File: src/rtl/systolic_setup_pkg.sv
// Shared array constants and lane gating helper for the systolic input skew stage.
// Both the controller and the skew stage take their default dimensions from here.
package systolic_setup_pkg;

   localparam int SYS_N      = 8;
   localparam int DATA_WIDTH = 8;
   localparam int BUF_LAT    = 1;

   // A lane carries a real operand only for an issued, non-padding, enabled slot.
   function automatic logic lane_keep(input logic en, input logic bub, input logic msk);
      return en & ~bub & msk;
   endfunction

endpackage

File: src/rtl/systolic_setup_delay_line.sv
// Fixed-depth shift register with async active-low reset and an OR-reduction of one
// tap bit across all stages (used to tell whether any flagged item is still in flight).
module delay_line #(
   parameter int DEPTH   = 1,
   parameter int WIDTH   = 1,
   parameter int TAP_BIT = 0
) (
   input  logic             clk_i,
   input  logic             rst_ni,
   input  logic [WIDTH-1:0] d_i,
   output logic [WIDTH-1:0] q_o,
   output logic             tap_any_o
);

   logic [DEPTH-1:0][WIDTH-1:0] stage_q;

   // Shift chain: stage 0 samples the input, later stages follow the previous one.
   always_ff @(posedge clk_i or negedge rst_ni) begin
      if (!rst_ni) begin
         stage_q <= {(DEPTH*WIDTH){1'b0}};
      end else begin
         stage_q[0] <= d_i;
         for (int k = 1; k < DEPTH; k++) begin
            stage_q[k] <= stage_q[k-1];
         end
      end
   end

   // Any stage with the tap bit set.
   always_comb begin
      tap_any_o = 1'b0;
      for (int k = 0; k < DEPTH; k++) begin
         tap_any_o = tap_any_o | stage_q[k][TAP_BIT];
      end
   end

   assign q_o = stage_q[DEPTH-1];

endmodule

File: src/rtl/systolic_setup.sv
// Input skew stage: aligns controller flags with buffer read data, zero-gates unused
// slots and delays lane i by i extra cycles to form the systolic wavefront.
module systolic_setup
   import systolic_setup_pkg::*;
#(
   parameter int N          = systolic_setup_pkg::SYS_N,
   parameter int DATA_WIDTH = systolic_setup_pkg::DATA_WIDTH,
   parameter int BUF_LAT    = systolic_setup_pkg::BUF_LAT
) (
   input  logic                    clk_i,
   input  logic                    rst_ni,
   input  logic                    ensys_i,
   input  logic                    bubble_i,
   input  logic [N-1:0]            data_en_i,
   input  logic [N*DATA_WIDTH-1:0] data_i,
   output logic [N*DATA_WIDTH-1:0] data_o,
   output logic [N-1:0]            lane_valid_o,
   output logic                    busy_o
);

   localparam int AW = N + 2;

   logic [AW-1:0] align_d;
   logic [AW-1:0] align_q;
   logic          align_busy;
   logic          en_a;
   logic          bub_a;
   logic [N-1:0]  msk_a;
   logic [N-1:0]  keep;
   logic [N-1:0]  lane_busy;

   assign align_d = {data_en_i, bubble_i, ensys_i};

   // Flags travel alongside the buffer read so they line up with data_i.
   delay_line #(
      .DEPTH   (BUF_LAT),
      .WIDTH   (AW),
      .TAP_BIT (0)
   ) u_align (
      .clk_i     (clk_i),
      .rst_ni    (rst_ni),
      .d_i       (align_d),
      .q_o       (align_q),
      .tap_any_o (align_busy)
   );

   assign en_a  = align_q[0];
   assign bub_a = align_q[1];
   assign msk_a = align_q[2 +: N];

   for (genvar i = 0; i < N; i++) begin : g_lane
      logic [DATA_WIDTH:0] lane_d;
      logic [DATA_WIDTH:0] lane_q;

      assign keep[i] = lane_keep(en_a, bub_a, msk_a[i]);
      // Held BRAM output is ignored unless the slot is real.
      assign lane_d  = {keep[i], keep[i] ? data_i[i*DATA_WIDTH +: DATA_WIDTH]
                                         : {DATA_WIDTH{1'b0}}};

      delay_line #(
         .DEPTH   (i + 1),
         .WIDTH   (DATA_WIDTH + 1),
         .TAP_BIT (DATA_WIDTH)
      ) u_skew (
         .clk_i     (clk_i),
         .rst_ni    (rst_ni),
         .d_i       (lane_d),
         .q_o       (lane_q),
         .tap_any_o (lane_busy[i])
      );

      assign data_o[i*DATA_WIDTH +: DATA_WIDTH] = lane_q[DATA_WIDTH-1:0];
      assign lane_valid_o[i]                    = lane_q[DATA_WIDTH];
   end

   assign busy_o = align_busy | (|lane_busy);

endmodule

File: config.mk
export PLATFORM = sky130hd
export DESIGN_NAME = systolic_setup
export DESIGN_NICKNAME = d
export VERILOG_FILES = /design/src/rtl/systolic_setup_pkg.sv /design/src/rtl/systolic_setup_delay_line.sv /design/src/rtl/systolic_setup.sv
export SDC_FILE = /design/constraint.sdc
export NUM_CORES = 1
export LEC_CHECK = 0
export BUFFER_PORTS_ARGS = -buffer_cell sky130_fd_sc_hd__buf_2
export CAP_MARGIN = 40
export CORE_MARGIN = 4
export CORE_UTILIZATION = 49
export DETAILED_ROUTE_END_ITERATION = 8
export PLACE_DENSITY = 0.73
export SLEW_MARGIN = 5
export SYNTH_ARGS = -nofsm -noshare
export SYNTH_HDL_FRONTEND = slang
export SYNTH_SLANG_ARGS = --single-unit
File: constraint.sdc
create_clock -name clk_i -period 1.2 [get_ports clk_i]
set_clock_uncertainty 0.1 [all_clocks]
set_input_delay 0.06 -clock clk_i [delete_from_list [all_inputs] [get_ports clk_i]]
set_output_delay 0.06 -clock clk_i [all_outputs]
set_load 0.1 [all_outputs]
## Word-level counts from Yosys, hierarchy flattened

Index checks and enable logic that the tools add are counted.
W data, S select, Z words.

- Multiplexer cells: 8
- Bitwise gates (word level): 39
- Reductions and logical operators: 1

Operators with widths:

| operator | number |
|---|---|
| $mux W8 | 8 |
| $or A1 B1 Y1 | 29 |
| $and A1 B1 Y1 | 9 |
| $reduce_or A8 Y1 | 1 |
| $not A1 Y1 | 1 |

- Bits in registers: 334
- Input port bits: 76
- Output and inout port bits: 73
- Word-level logic and storage cells: 85

## Longest topological paths before layout

Gate-level depths: netlist of run 1.

- Depth in word-level cells: 9
- Depth in mapped cells: 4
- Gate-level depth less buffers: 3

## Hierarchy

From an unflattened synthesis of run 1, not the netlist that was laid out.

- Cells, all modules: 499
- Area total of the unflattened synthesis: 9535.4 µm²

By module, submodules not included:

| module | times used | cells an instance | area an instance (µm²) | seq. area each (µm²) |
|---|---|---|---|---|
| delay_line (g_lane[7].u_skew) | 1 | 84 | 1885.6 | 1801.7 |
| delay_line (g_lane[6].u_skew) | 1 | 75 | 1659.1 | 1576.5 |
| delay_line (g_lane[5].u_skew) | 1 | 66 | 1432.6 | 1351.3 |
| delay_line (g_lane[4].u_skew) | 1 | 57 | 1206.2 | 1126.1 |
| delay_line (g_lane[3].u_skew) | 1 | 46 | 975.9 | 900.9 |
| delay_line (g_lane[2].u_skew) | 1 | 37 | 749.5 | 675.6 |
| systolic_setup | 1 | 85 | 611.8 | 0.0 |
| delay_line (g_lane[1].u_skew) | 1 | 28 | 524.3 | 450.4 |
| delay_line (u_align) | 1 | 11 | 257.7 | 250.2 |
| delay_line (g_lane[0].u_skew) | 1 | 10 | 232.7 | 225.2 |

## Worst setup path before layout of run 1

No wires, ideal clock.

- Kind: reg-to-output
- Start point: register g_lane[6].u_skew.stage_q[8] (netlist name)
- End point: output port busy_o
- Data arrival time: 1.455 ns
- Required time: 1.040 ns
- Slack: -0.415 ns
- Stages on the path, launching flop included: 4
- Buffers on the path: 0
- Path through: dfrtp_1 nor4_1 nand4_1 or3_1

- Longest elaborated chain between the ends: 8

Ends and longest elaborated chain:

| item | line | source |
|---|---|---|
| start: declaration | systolic_setup_delay_line.sv:15 | `logic [DEPTH-1:0][WIDTH-1:0] stage_q;` |
| start signal: assignment | systolic_setup_delay_line.sv:20 | `stage_q <= {(DEPTH*WIDTH){1'b0}};` |
| start signal: indexed assignment | systolic_setup_delay_line.sv:24 | `stage_q[k] <= stage_q[k-1];` |
| $or A1 B1 Y1 (6 in a row) | systolic_setup_delay_line.sv:33 | `tap_any_o = tap_any_o \| stage_q[k][TAP_BIT];` |
| $reduce_or A8 Y1 | systolic_setup.sv:76 | `assign busy_o = align_busy \| (\|lane_busy);` |
| $or A1 B1 Y1 | systolic_setup.sv:76 |  |
| end: declaration | systolic_setup.sv:18 | `output logic busy_o` |

Every way passes these cells.

## Final worst setup path of run 1

- Start point: register g_lane[7].u_skew.stage_q[8] (netlist name)
- End point: output port busy_o

- Longest elaborated chain between the ends: 9

Ends and longest elaborated chain:

| item | line |
|---|---|
| start: declaration | systolic_setup_delay_line.sv:15 |
| start signal: assignment | systolic_setup_delay_line.sv:20 |
| start signal: indexed assignment | systolic_setup_delay_line.sv:24 |
| $or A1 B1 Y1 (7 in a row) | systolic_setup_delay_line.sv:33 |
| $reduce_or A8 Y1 | systolic_setup.sv:76 |
| $or A1 B1 Y1 | systolic_setup.sv:76 |

Every way passes these cells.

==> flow_metrics.py, run 1 <==
metrics = {
    "power_and_ir_drop": {
        "power_share_of_the_sequential_group_pct": 49.5,
        "ir_worst_vdd_mv": 1.17,
        "p_switching_mw": 5.07,
        "p_comb_share_pct": 7.1,
        "internal_cell_power_mw": 18.7,
        "clock_power_share_pct": 43.4,
        "total_power_mw": 23.7,
        "cellPowerDensity_nw_per_um2": 1740,
        "sw_frac_of_total_pct": 21.4,
        "leakagePower_nw": 6.98,
    },
    "route": {
        "route.detailed.drc": 0,
        "detail_route.wirelength_um": 19000,
        "dr_total_vias": 4532,
        "avgViaCountPerCell": 4.56,
        "route.met3.wl_um": 952,
        "met2_wirelength_um": 10500,
        "final_antenna_net_count": 0,
        "m1WireLength_um": 6940,
        "dr.first_iter.drc_count": 141,
        "topRoutingLayerUsed": "met4",
        "drt-wirelength-per-cell_um": 19.1,
        "drt-pass1-iter-count": 4,
    },
    "sta": {
        "timing.final.crit_period_ns": 2.15,
        "final_max_slew_viol_count": 0,
        "timing_worst_slew_pin_value_ns": 0.404,
        "timing.max_slew.rel_slack_pct": 73.1,
        "final-setup-viol-count": 120,
        "finalHoldViolations": 29,
        "grt_setup_unrepaired": "yes",
        "setup_ws_ns": -0.946,
        "timing.hold.ws_ns": -0.0651,
        "fmax_ghz": 0.466,
        "timing.final.crit_share_pct": 179,
    },
    "yosys": {
        "synth_nets": 569,
        "netlist.area_leader.share_pct": 88.7,
        "syn_avg_cell_area_um2": 19.1,
        "synth.distinct_cells": 13,
        "netlist.top_cell.by_area": "sky130_fd_sc_hd__dfrtp_1",
        "synth_mux_area_share_pct": 0,
        "synth.top_cells.by_count": "sky130_fd_sc_hd__dfrtp_1, sky130_fd_sc_hd__and3_1, sky130_fd_sc_hd__buf_4",
        "synth-warning-count": 0,
        "synth.ff_latch_count": 334,
        "yosys.cell_count.top_type": "sky130_fd_sc_hd__dfrtp_1",
        "synth-main-ff-cell": "sky130_fd_sc_hd__dfrtp_1",
        "synthTopCellsByArea": "sky130_fd_sc_hd__dfrtp_1, sky130_fd_sc_hd__buf_4, sky130_fd_sc_hd__and3_1",
        "synth-compound-area-share_pct": 0,
        "yosys.area_share.adder_pct": 0,
        "fraction_of_synthesis_flops_using_an_asynchronous_set_or_reset_pin_pct": 100,
        "post_synth_and_or_nand_nor_area_fraction_pct": 5.78,
        "synth.cell_area_um2": 9420,
        "synth_enable_flop_cells": 0,
        "largest_family_of_logic_cells_by_synthesized_area": "simple AND/OR/NAND/NOR gates",
        "yosys.area_share.xor_xnor_pct": 0,
        "synthCells": 493,
        "synth.yosys.seq_area_share_pct": 88.7,
    },
    "clock_network": {
        "cts_buffer_depth": 3,
        "insertion_delay_ns": 0.53,
        "cts_hold_buf": 75,
        "cts_tree": "built",
        "ctsRootBufferMaster": "sky130_fd_sc_hd__clkbuf_16",
        "htree_levels": 1,
        "cts.clk_slew.worst_paths_ns": 0.06,
        "cts_sinks": 334,
        "cts_made_buffers": 30,
    },
    "layout": {
        "fin_nets": 788,
        "finalInstanceArea_um2": 13600,
        "layout_cell_share_with_drive_strength_beyond_1_pct": 36.6,
        "synthToLayoutAreaGrowth_pct": 44.4,
        "layout.filler_cells": 1065,
    },
    "global_route": {
        "gr-total-overflow": 0,
        "wire_length_of_the_first_global_routing_pass_um": 28800,
        "maximum_number_of_pins_on_one_net_before_global_route_repair": 48,
        "vias_in_the_first_global_route": 5287,
        "track_usage_pct": 17.2,
        "initial_antenna_violation_count": 1,
    },
    "worst_setup_path": {
        "crit_path_end": "busy_o",
        "crit_path_max_incr_delay_ns": 0.43,
        "crit_family": "simple AND/OR/NAND/NOR gates",
        "start_kind": "flop",
        "worst-setup-path-type": "flop to primary output",
        "slowest_stage": "sky130_fd_sc_hd__dfrtp_1",
        "crit_path_cell_trace": "nor4_4, nand4_1, or3_4, buf_12",
        "worstSetupPathDepth": 4,
        "r2r_cells": 4,
        "worstReg2RegEnd": "g_lane[0].u_skew.q_o[5]$_DFF_PN0_",
        "required_ns": 1.04,
        "critical_path.reg2reg.startpoint": "u_align.q_o[0]$_DFF_PN0_",
        "r2r_slack_ns": -0.11,
        "setup.worst_path.start": "g_lane[7].u_skew.stage_q[8]$_DFF_PN0_",
        "crit_arrival_ns": 1.99,
        "crit_buf_inv": 1,
        "critPathCaptureType": "primary output",
        "cp_max_fo": 2,
    },
    "status": {
        "outcome": "complete, but fails checks",
        "violations": "hold timing, setup timing",
    },
    "place": {
        "dpl-instance-area_um2": 11400,
        "detailedPlacementHpwl_um": 10200,
        "setup_ws_pre_cts_ns": -0.517,
        "finalWeightedCongestion": 0.770,
        "io_buffers": 148,
    },
    "die": {
        "design.core.area_um2": 18800,
        "chipHeight_um": 147,
        "placementRows": 50,
        "die_area_um2": 21500,
        "dieWidth_um": 147,
        "floorplan.io_pins": 149,
        "initial_core_util_pct": 50.0,
    },
    "min_path": {
        "min-delay-path-class": "input pin to async pin",
    },
    "flow_run": {
        "timing.max_cap.violations": 0,
    },
}
routing by layer:
layer / vias up / GRT usage (%)
met3: 42 / 3.66
li1: 1976 / -
met5: - / 0
met1: 2374 / 20.6
met4: 0 / 7.20
met2: 140 / 30.4
flip-flops by register name (all words and copies together), names as in the netlist:
| signal | cells |
|---|---|
| g_lane.u_skew.q_o | 72 |
| g_lane.u_skew.stage_q | 252 |
| u_align.q_o | 10 |
logic make-up (layout without fill, tap and decap cells):
logic type,count (synthesis),in the layout
and+or+nand+nor,87,87
other,0,1
DFF,334,334
buffers and inverters,72,312
placed cells by master (no fill, tap or decap):
cell	Yosys	final
sky130_fd_sc_hd__clkinv_2	0	4
sky130_fd_sc_hd__or3_4	0	1
sky130_fd_sc_hd__clkbuf_8	0	6
sky130_fd_sc_hd__nor4_2	1	5
sky130_fd_sc_hd__diode_2	0	1
sky130_fd_sc_hd__clkbuf_16	0	35
sky130_fd_sc_hd__buf_6	0	8
sky130_fd_sc_hd__and2_1	8	3
sky130_fd_sc_hd__nand2_1	1	1
sky130_fd_sc_hd__nor4_4	0	1
sky130_fd_sc_hd__and3_1	64	44
sky130_fd_sc_hd__dlygate4sd3_1	0	75
sky130_fd_sc_hd__clkinvlp_4	0	2
sky130_fd_sc_hd__buf_4	64	12
sky130_fd_sc_hd__nor2b_4	0	1
sky130_fd_sc_hd__buf_2	0	74
sky130_fd_sc_hd__clkinv_4	0	2
sky130_fd_sc_hd__clkbuf_1	0	2
sky130_fd_sc_hd__buf_12	0	83
sky130_fd_sc_hd__buf_8	0	3
sky130_fd_sc_hd__bufinv_16	0	6
sky130_fd_sc_hd__dfrtp_1	334	334
sky130_fd_sc_hd__nand4_1	2	2
sky130_fd_sc_hd__and2_4	0	5
sky130_fd_sc_hd__and3_4	0	20
sky130_fd_sc_hd__nor3_1	1	1
sky130_fd_sc_hd__nor2_1	1	1
sky130_fd_sc_hd__nor4_1	7	2
worst min-delay path by stage:
stage / from / slack (ns) / end / depth (start not counted)
detailed placement: rst_ni / -0.10 / g_lane[6].u_skew.stage_q[5]$_DFF_PN0_ / 1
CTS: rst_ni / -0.06 / g_lane[6].u_skew.stage_q[5]$_DFF_PN0_ / 2
global route: rst_ni / -0.04 / g_lane[6].u_skew.stage_q[5]$_DFF_PN0_ / 2
global placement: rst_ni / -0.11 / g_lane[6].u_skew.stage_q[4]$_DFF_PN0_ / 1
floorplan: rst_ni / -0.34 / g_lane[0].u_skew.q_o[0]$_DFF_PN0_ / 0
finish: rst_ni / -0.07 / g_lane[6].u_skew.stage_q[5]$_DFF_PN0_ / 2
final cells by class:
| cell class | instances | area (µm²) | share of cell area (%) |
|---|---|---|---|
| Clock inverter | 14 | 233 | 1.71 |
| Multi-Input combinational cell | 87 | 709 | 5.22 |
| Tap cell | 260 | 325 | 2.39 |
| Timing Repair Buffer | 259 | 3110 | 22.8 |
| Sequential cell | 334 | 8360 | 61.4 |
| Clock buffer | 39 | 866 | 6.37 |
| Antenna cell | 1 | 2.50 | 0.0184 |
stage by stage:
step           std cells  util, %  TNS, ns
2_1_floorplan        493        -   -0.199
6_report             994     72.2    -9.06
5_1_grt              994     72.2   -13.95
3_5_place_dp         856     60.3   -0.517
4_1_cts              985     70.7    -7.84
3_3_place_gp         856     60.3   -0.430
repair_timing:
action,CTS,global route
pin swaps,2,22
gates resized for setup,21,33
endpoints found under the hold margin,408,29
setup buffers,6,5
endpoints found under the setup margin,80,126
cloned,0,7
worst reg2reg max path, cell delays in order (launching register included):
cell and delay (ns):
sky130_fd_sc_hd__dfrtp_1 0.37, sky130_fd_sc_hd__nor2b_4 0.23, sky130_fd_sc_hd__buf_12 0.18, sky130_fd_sc_hd__clkbuf_16 0.17, sky130_fd_sc_hd__and3_4 0.19
power groups by stage:
stage               clock network, mW  logic, mW  registers (mW)
CTS                              10.5       1.57            11.7
global placement                    0       1.32            11.9
global route                     11.0       1.78            11.8
floorplan                           0      0.631            11.9
detailed placement                  0       1.35            11.9
finish                           10.3       1.68            11.8
(Power assumes the default switching activity.)
==> inputs of run 2 (changes only) <==
--- a/config.mk
+++ b/config.mk
@@ -7,10 +7,10 @@
 export LEC_CHECK = 0
 export BUFFER_PORTS_ARGS = -buffer_cell sky130_fd_sc_hd__buf_2
 export CAP_MARGIN = 40
-export CORE_MARGIN = 4
-export CORE_UTILIZATION = 49
+export CORE_MARGIN = 3
+export CORE_UTILIZATION = 55
 export DETAILED_ROUTE_END_ITERATION = 8
-export PLACE_DENSITY = 0.73
+export PLACE_DENSITY = 0.78
 export SLEW_MARGIN = 5
 export SYNTH_ARGS = -nofsm -noshare
 export SYNTH_HDL_FRONTEND = slang
==> constraint.sdc (replaced) <==
create_clock -name clk_i -period 2.3 [get_ports clk_i]
set_clock_uncertainty 0.1 [all_clocks]
set_input_delay 0.115 -clock clk_i [delete_from_list [all_inputs] [get_ports clk_i]]
set_output_delay 0.115 -clock clk_i [all_outputs]
set_load 0.1 [all_outputs]
==> run 2 against run 1 <==
- the run now ends clean
- sequential cell count unchanged
- critical path depth did not move
- design area is 13% lower
==> flow_metrics.py, run 2 (same netlist as run 1, synthesis figures left out) <==
metrics = {
    "status": {
        "outcome": "finished clean",
    },
    "worst_setup_path": {
        "start_kind": "flop",
        "critical_path.reg2reg.startpoint": "u_align.q_o[1]$_DFF_PN0_",
        "worstReg2RegEnd": "g_lane[0].u_skew.q_o[6]$_DFF_PN0_",
        "r2r_cells": 3,
        "crit_path_max_incr_delay_ns": 0.37,
        "crit_path_cell_trace": "nor4_1, nand4_1, or3_1, buf_4",
        "critPathCaptureType": "primary output",
        "cp_max_fo": 2,
        "required_ns": 2.09,
        "crit_arrival_ns": 1.93,
        "r2r_slack_ns": 0.81,
        "slowest_stage": "sky130_fd_sc_hd__dfrtp_1",
        "worst-setup-path-type": "flop to primary output",
    },
    "die": {
        "chipHeight_um": 137,
        "die_area_um2": 18700,
        "design.core.area_um2": 16700,
        "floorplan.io_pins": 149,
        "placementRows": 47,
        "initial_core_util_pct": 56.4,
        "dieWidth_um": 137,
    },
    "min_path": {
        "min-delay-path-class": "input pin to async pin",
    },
    "clock_network": {
        "ctsRootBufferMaster": "sky130_fd_sc_hd__clkbuf_16",
        "cts_buffer_depth": 3,
        "cts_sinks": 334,
        "cts.clk_slew.worst_paths_ns": 0.06,
        "htree_levels": 1,
        "cts_tree": "built",
        "insertion_delay_ns": 0.52,
        "cts.repair_timing.setup_buffer_count": 0,
        "cts_made_buffers": 29,
    },
    "layout": {
        "commonest_non_fill_non_tap_cell_in_the_layout": "sky130_fd_sc_hd__dfrtp_1",
        "layout.cells.most_common_list": "sky130_fd_sc_hd__dfrtp_1, sky130_fd_sc_hd__buf_2, sky130_fd_sc_hd__dlygate4sd3_1",
        "layout_cell_share_with_drive_strength_beyond_1_pct": 29.3,
        "largest-register": "g_lane.u_skew.stage_q",
        "synthToLayoutAreaGrowth_pct": 25.2,
        "diodes_inserted": 0,
        "fin_nets": 760,
        "largest_reg_flops": 252,
    },
    "route": {
        "avgViaCountPerCell": 4.72,
        "dr.first_iter.drc_count": 199,
        "drt-wirelength-per-cell_um": 17.1,
        "route.detailed.drc": 0,
        "drt-pass1-iter-count": 4,
        "detail_route.wirelength_um": 15800,
        "final_antenna_net_count": 0,
        "dr_total_vias": 4367,
    },
    "sta": {
        "timing.max_slew.rel_slack_pct": 58.4,
        "grt_setup_unrepaired": "no",
        "final-setup-viol-count": 0,
        "timing.final.crit_share_pct": 93.4,
        "setup_ws_ns": 0.152,
        "final_max_slew_viol_count": 0,
        "fin_tns_setup_ns": 0,
        "timing.final.crit_period_ns": 2.15,
        "finalHoldViolations": 0,
        "fmax_ghz": 0.466,
        "timing.hold.ws_ns": 0.0605,
        "timing_worst_slew_pin_value_ns": 0.624,
    },
    "power_and_ir_drop": {
        "leakagePower_nw": 6.53,
        "ir_worst_vdd_mv": 0.737,
        "cellPowerDensity_nw_per_um2": 985,
        "total_power_mw": 11.6,
    },
    "global_route": {
        "track_usage_pct": 17.3,
        "maximum_number_of_pins_on_one_net_before_global_route_repair": 83,
        "initial_antenna_violation_count": 0,
        "wire_length_of_the_first_global_routing_pass_um": 24900,
        "gr-total-overflow": 0,
        "vias_in_the_first_global_route": 4921,
    },
    "place": {
        "io_buffers": 148,
        "detailedPlacementHpwl_um": 8850,
        "setup_ws_pre_cts_ns": 0.640,
        "finalWeightedCongestion": 0.743,
    },
    "flow_run": {
        "timing.max_cap.violations": 0,
    },
}
run 2: cell types whose count changed in the layout (fill, tap and decap cells not counted), moves of 3 or more:
cell	delta
sky130_fd_sc_hd__buf_6	-8
sky130_fd_sc_hd__and2_1	+5
sky130_fd_sc_hd__buf_4	-6
sky130_fd_sc_hd__buf_2	+72
sky130_fd_sc_hd__nor4_1	+5
sky130_fd_sc_hd__bufinv_16	-3
sky130_fd_sc_hd__and3_1	+20
sky130_fd_sc_hd__clkbuf_1	+3
sky130_fd_sc_hd__and2_4	-5
sky130_fd_sc_hd__nor4_2	-4
sky130_fd_sc_hd__clkbuf_16	-6
sky130_fd_sc_hd__buf_12	-79
sky130_fd_sc_hd__and3_4	-20
run 2: worst max-delay path by stage:
| stage | slack [ns] | end | startpoint |
|---|---|---|---|
| floorplan | 0.63 | busy_o | g_lane[6].u_skew.stage_q[8]$_DFF_PN0_ |
| detailed placement | 0.64 | busy_o | g_lane[7].u_skew.stage_q[62]$_DFF_PN0_ |
| global route | 0.03 | busy_o | g_lane[5].u_skew.stage_q[35]$_DFF_PN0_ |
| global placement | 0.62 | busy_o | g_lane[6].u_skew.q_o[8]$_DFF_PN0_ |
| CTS | 0.07 | busy_o | g_lane[6].u_skew.q_o[8]$_DFF_PN0_ |
| finish | 0.15 | busy_o | g_lane[6].u_skew.q_o[8]$_DFF_PN0_ |
run 2: repair_timing:
| item | 4_1_cts | 5_1_grt |
|---|---|---|
| endpoints found under the setup margin | 0 | 1 |
| endpoints found under the hold margin | 275 | 0 |
| hold buffers | 75 | 0 |
| gates resized for setup | 0 | 2 |
run 2: area by class of cell:
class,instances,area [µm²]
clock buffers,42,855
well taps,220,275
fillers,1005,4900
repair buffers,232,1620
multi-input cells,87,552
flip-flops and latches,334,8360
clock inverters,11,136
run 2: critical path, delay by kind of cell (launching register included):
family,cells,cell delay (ns)
flip-flops,1,0.37
AND/OR/NAND/NOR,3,0.79
buffers and inverters,1,0.24
run 2: routing by layer:
metal	track usage (%)	vias to the layer above	wire (µm)
met5	0	-	0
met4	7.59	0	616
met3	3.97	49	883
met2	30.1	162	8540
met1	20.9	2249	5780
li1	-	1907	-
run 2: report_power, final:
part	internal, mW	switching (mW)
Sequential	6.04	0.0689
Clock	2.91	1.95
Combinational	0.199	0.460
Total	9.14	2.48
run 2: metrics by stage:
step / cells / area [µm²] / utilization, %
after floorplan: 493 / 9420 / -
after global placement: 798 / 10100 / 60.2
after detailed placement: 798 / 10100 / 60.2
after CTS: 926 / 11800 / 70.6
after global routing: 926 / 11800 / 70.6
final: 926 / 11800 / 70.6
==> inputs of run 3 (changes only) <==
==> constraint.sdc (replaced) <==
create_clock -name clk_i -period 2.1 [get_ports clk_i]
set_clock_uncertainty 0.1 [all_clocks]
set_input_delay 0.105 -clock clk_i [delete_from_list [all_inputs] [get_ports clk_i]]
set_output_delay 0.105 -clock clk_i [all_outputs]
set_load 0.1 [all_outputs]
==> run 3 against run 2 <==
- the flow now finishes with violations (setup timing)
- sequential share of layout area shrank 0.30 points
- total power increased by 9.5%
- sequential cell count unchanged
- register-to-register slack better by 0.03 ns
- critical path type unchanged
- critical endpoint unchanged
==> flow_metrics.py, run 3 (same netlist as run 1, synthesis figures left out) <==
metrics = {
    "sta": {
        "final_max_slew_viol_count": 0,
        "setup_ws_ns": -0.0667,
        "timing.final.crit_share_pct": 103,
        "final-setup-viol-count": 1,
        "fmax_ghz": 0.462,
        "timing.final.crit_period_ns": 2.17,
        "finalHoldViolations": 0,
        "timing.max_slew.rel_slack_pct": 66.2,
        "grt_setup_unrepaired": "yes",
        "timing.hold.ws_ns": 0.110,
        "timing_worst_slew_pin_value_ns": 0.511,
    },
    "power_and_ir_drop": {
        "ir_worst_vdd_mv": 0.669,
        "total_power_mw": 12.7,
        "sw_frac_of_total_pct": 21.5,
        "p_switching_mw": 2.74,
        "cellPowerDensity_nw_per_um2": 1070,
        "p_comb_share_pct": 5.7,
        "power_share_of_the_sequential_group_pct": 52.6,
        "leakagePower_nw": 6.55,
        "internal_cell_power_mw": 9.98,
        "clock_power_share_pct": 41.7,
    },
    "worst_setup_path": {
        "r2r_slack_ns": 0.84,
        "crit_path_cell_trace": "nor4_2, nand4_1, or3_4, buf_12",
        "start_kind": "flop",
        "crit_path_max_incr_delay_ns": 0.41,
        "setup.worst_path.start": "g_lane[6].u_skew.stage_q[44]$_DFF_PN0_",
        "critical_path.reg2reg.startpoint": "u_align.q_o[0]$_DFF_PN0_",
        "r2r_cells": 3,
        "worst-setup-path-type": "flop to primary output",
        "required_ns": 1.89,
        "cp_max_fo": 2,
        "crit_path_end": "busy_o",
        "critPathCaptureType": "primary output",
        "worstReg2RegEnd": "g_lane[3].u_skew.stage_q[7]$_DFF_PN0_",
        "crit_arrival_ns": 1.96,
        "slowest_stage": "sky130_fd_sc_hd__or3_4",
    },
    "route": {
        "final_antenna_net_count": 0,
        "dr.first_iter.drc_count": 159,
        "detail_route.wirelength_um": 15700,
        "avgViaCountPerCell": 4.67,
        "route.detailed.drc": 0,
        "dr_total_vias": 4341,
        "drt-pass1-iter-count": 4,
        "drt-wirelength-per-cell_um": 16.8,
    },
    "place": {
        "placed_cells": 799,
        "io_buffers": 148,
        "setup_ws_pre_cts_ns": 0.419,
        "detailedPlacementHpwl_um": 8790,
        "finalWeightedCongestion": 0.753,
        "dpl-instance-area_um2": 10000,
    },
    "layout": {
        "largest-register": "g_lane.u_skew.stage_q",
        "multiInputGateArea_um2": 576,
        "fin_nets": 764,
        "commonest_non_fill_non_tap_cell_in_the_layout": "sky130_fd_sc_hd__dfrtp_1",
        "layout.cells.most_common_list": "sky130_fd_sc_hd__dfrtp_1, sky130_fd_sc_hd__buf_2, sky130_fd_sc_hd__dlygate4sd3_1",
        "layout.area.seq_um2": 8360,
        "layoutNonFillerInstCount": 930,
        "layout.filler_cells": 1017,
        "finalInstanceArea_um2": 11800,
        "synthToLayoutAreaGrowth_pct": 25.7,
        "layout_cell_share_with_drive_strength_beyond_1_pct": 29.5,
        "largest_reg_flops": 252,
    },
    "die": {
        "design.core.area_um2": 16700,
        "initial_core_util_pct": 56.4,
        "placementRows": 47,
        "chipHeight_um": 137,
        "dieWidth_um": 137,
        "die_area_um2": 18700,
        "floorplan.io_pins": 149,
    },
    "global_route": {
        "gr-total-overflow": 0,
        "initial_antenna_violation_count": 1,
        "vias_in_the_first_global_route": 4873,
        "track_usage_pct": 17.5,
        "wire_length_of_the_first_global_routing_pass_um": 25100,
        "maximum_number_of_pins_on_one_net_before_global_route_repair": 67,
    },
    "clock_network": {
        "cts_made_buffers": 30,
        "ctsRootBufferMaster": "sky130_fd_sc_hd__clkbuf_16",
        "cts.repair_timing.setup_buffer_count": 0,
        "cts.clk_slew.worst_paths_ns": 0.06,
        "cts_buffer_depth": 3,
        "htree_levels": 1,
        "insertion_delay_ns": 0.54,
        "cts_tree": "built",
        "cts_sinks": 334,
    },
    "status": {
        "outcome": "complete, but fails checks",
        "violations": "setup timing",
    },
    "min_path": {
        "min-delay-path-class": "input pin to flop",
    },
    "flow_run": {
        "timing.max_cap.violations": 0,
    },
}
run 3: changes by cell type in the layout (fill, tap and decap cells not counted), moves of 2 or more:
cell                            delta
sky130_fd_sc_hd__nor4_1            -3
sky130_fd_sc_hd__clkinv_2          -2
sky130_fd_sc_hd__clkbuf_1          +3
sky130_fd_sc_hd__dlygate4sd3_1     +2
sky130_fd_sc_hd__nor4_2            +3
run 3: critical path, delay by kind of cell (launching register included):
kind	cells	cell delay, ns
flip-flops	1	0.40
buffers and inverters	1	0.18
AND/OR/NAND/NOR	3	0.85
run 3: how the worst min path moves through the flow:
stage	start	endpoint	slack (ns)	depth (start not counted)
2_1_floorplan	rst_ni	g_lane[0].u_skew.q_o[0]$_DFF_PN0_	-0.29	0
3_3_place_gp	rst_ni	g_lane[4].u_skew.stage_q[18]$_DFF_PN0_	-0.03	1
3_5_place_dp	rst_ni	g_lane[0].u_skew.q_o[1]$_DFF_PN0_	-0.02	1
4_1_cts	data_en_i[6]	u_align.q_o[8]$_DFF_PN0_	0.08	2
5_1_grt	bubble_i	u_align.q_o[1]$_DFF_PN0_	0.1	2
6_report	data_en_i[5]	u_align.q_o[7]$_DFF_PN0_	0.11	2
run 3: what timing repair did:
action | 4_1_cts | 5_1_grt
pin swaps | 1 | 3
gates resized for setup | 6 | 2
setup endpoints to repair | 1 | 1
endpoints found under the hold margin | 408 | 0
hold buffers | 77 | 0
run 3: layout make-up:
type,instances,area share [%]
multi-input combinational,87,4.86
antenna,1,0.0211
sequential,334,70.5
clock inverter,7,0.813
clock buffer,46,7.52
timing repair buffer,235,13.9
tap,220,2.32
run 3: stage by stage:
stage	util, %	setup TNS, ns
global placement	60.2	0
CTS	70.8	-0.0847
finish	70.9	-0.0667
floorplan	-	0
global route	70.9	-0.149
detailed placement	60.2	0
run 3: power by group through the flow:
stage | Combinational, mW | Clock [mW] | Sequential (mW)
after global routing | 0.775 | 5.73 | 6.70
after floorplan | 0.360 | 0 | 6.80
final | 0.724 | 5.31 | 6.69
after CTS | 0.728 | 5.42 | 6.69
after global placement | 0.592 | 0 | 6.79
after detailed placement | 0.607 | 0 | 6.80
run 3: per-layer routing:
| layer | GRT usage, % | up-vias | part of all wire [%] |
|---|---|---|---|
| met4 | 6.37 | 0 | 2.5 |
| met5 | 0 | - | 0 |
| met2 | 31.1 | 121 | 55 |
| met3 | 3.46 | 37 | 5.1 |
| li1 | - | 1919 | - |
| met1 | 21.4 | 2264 | 37 |
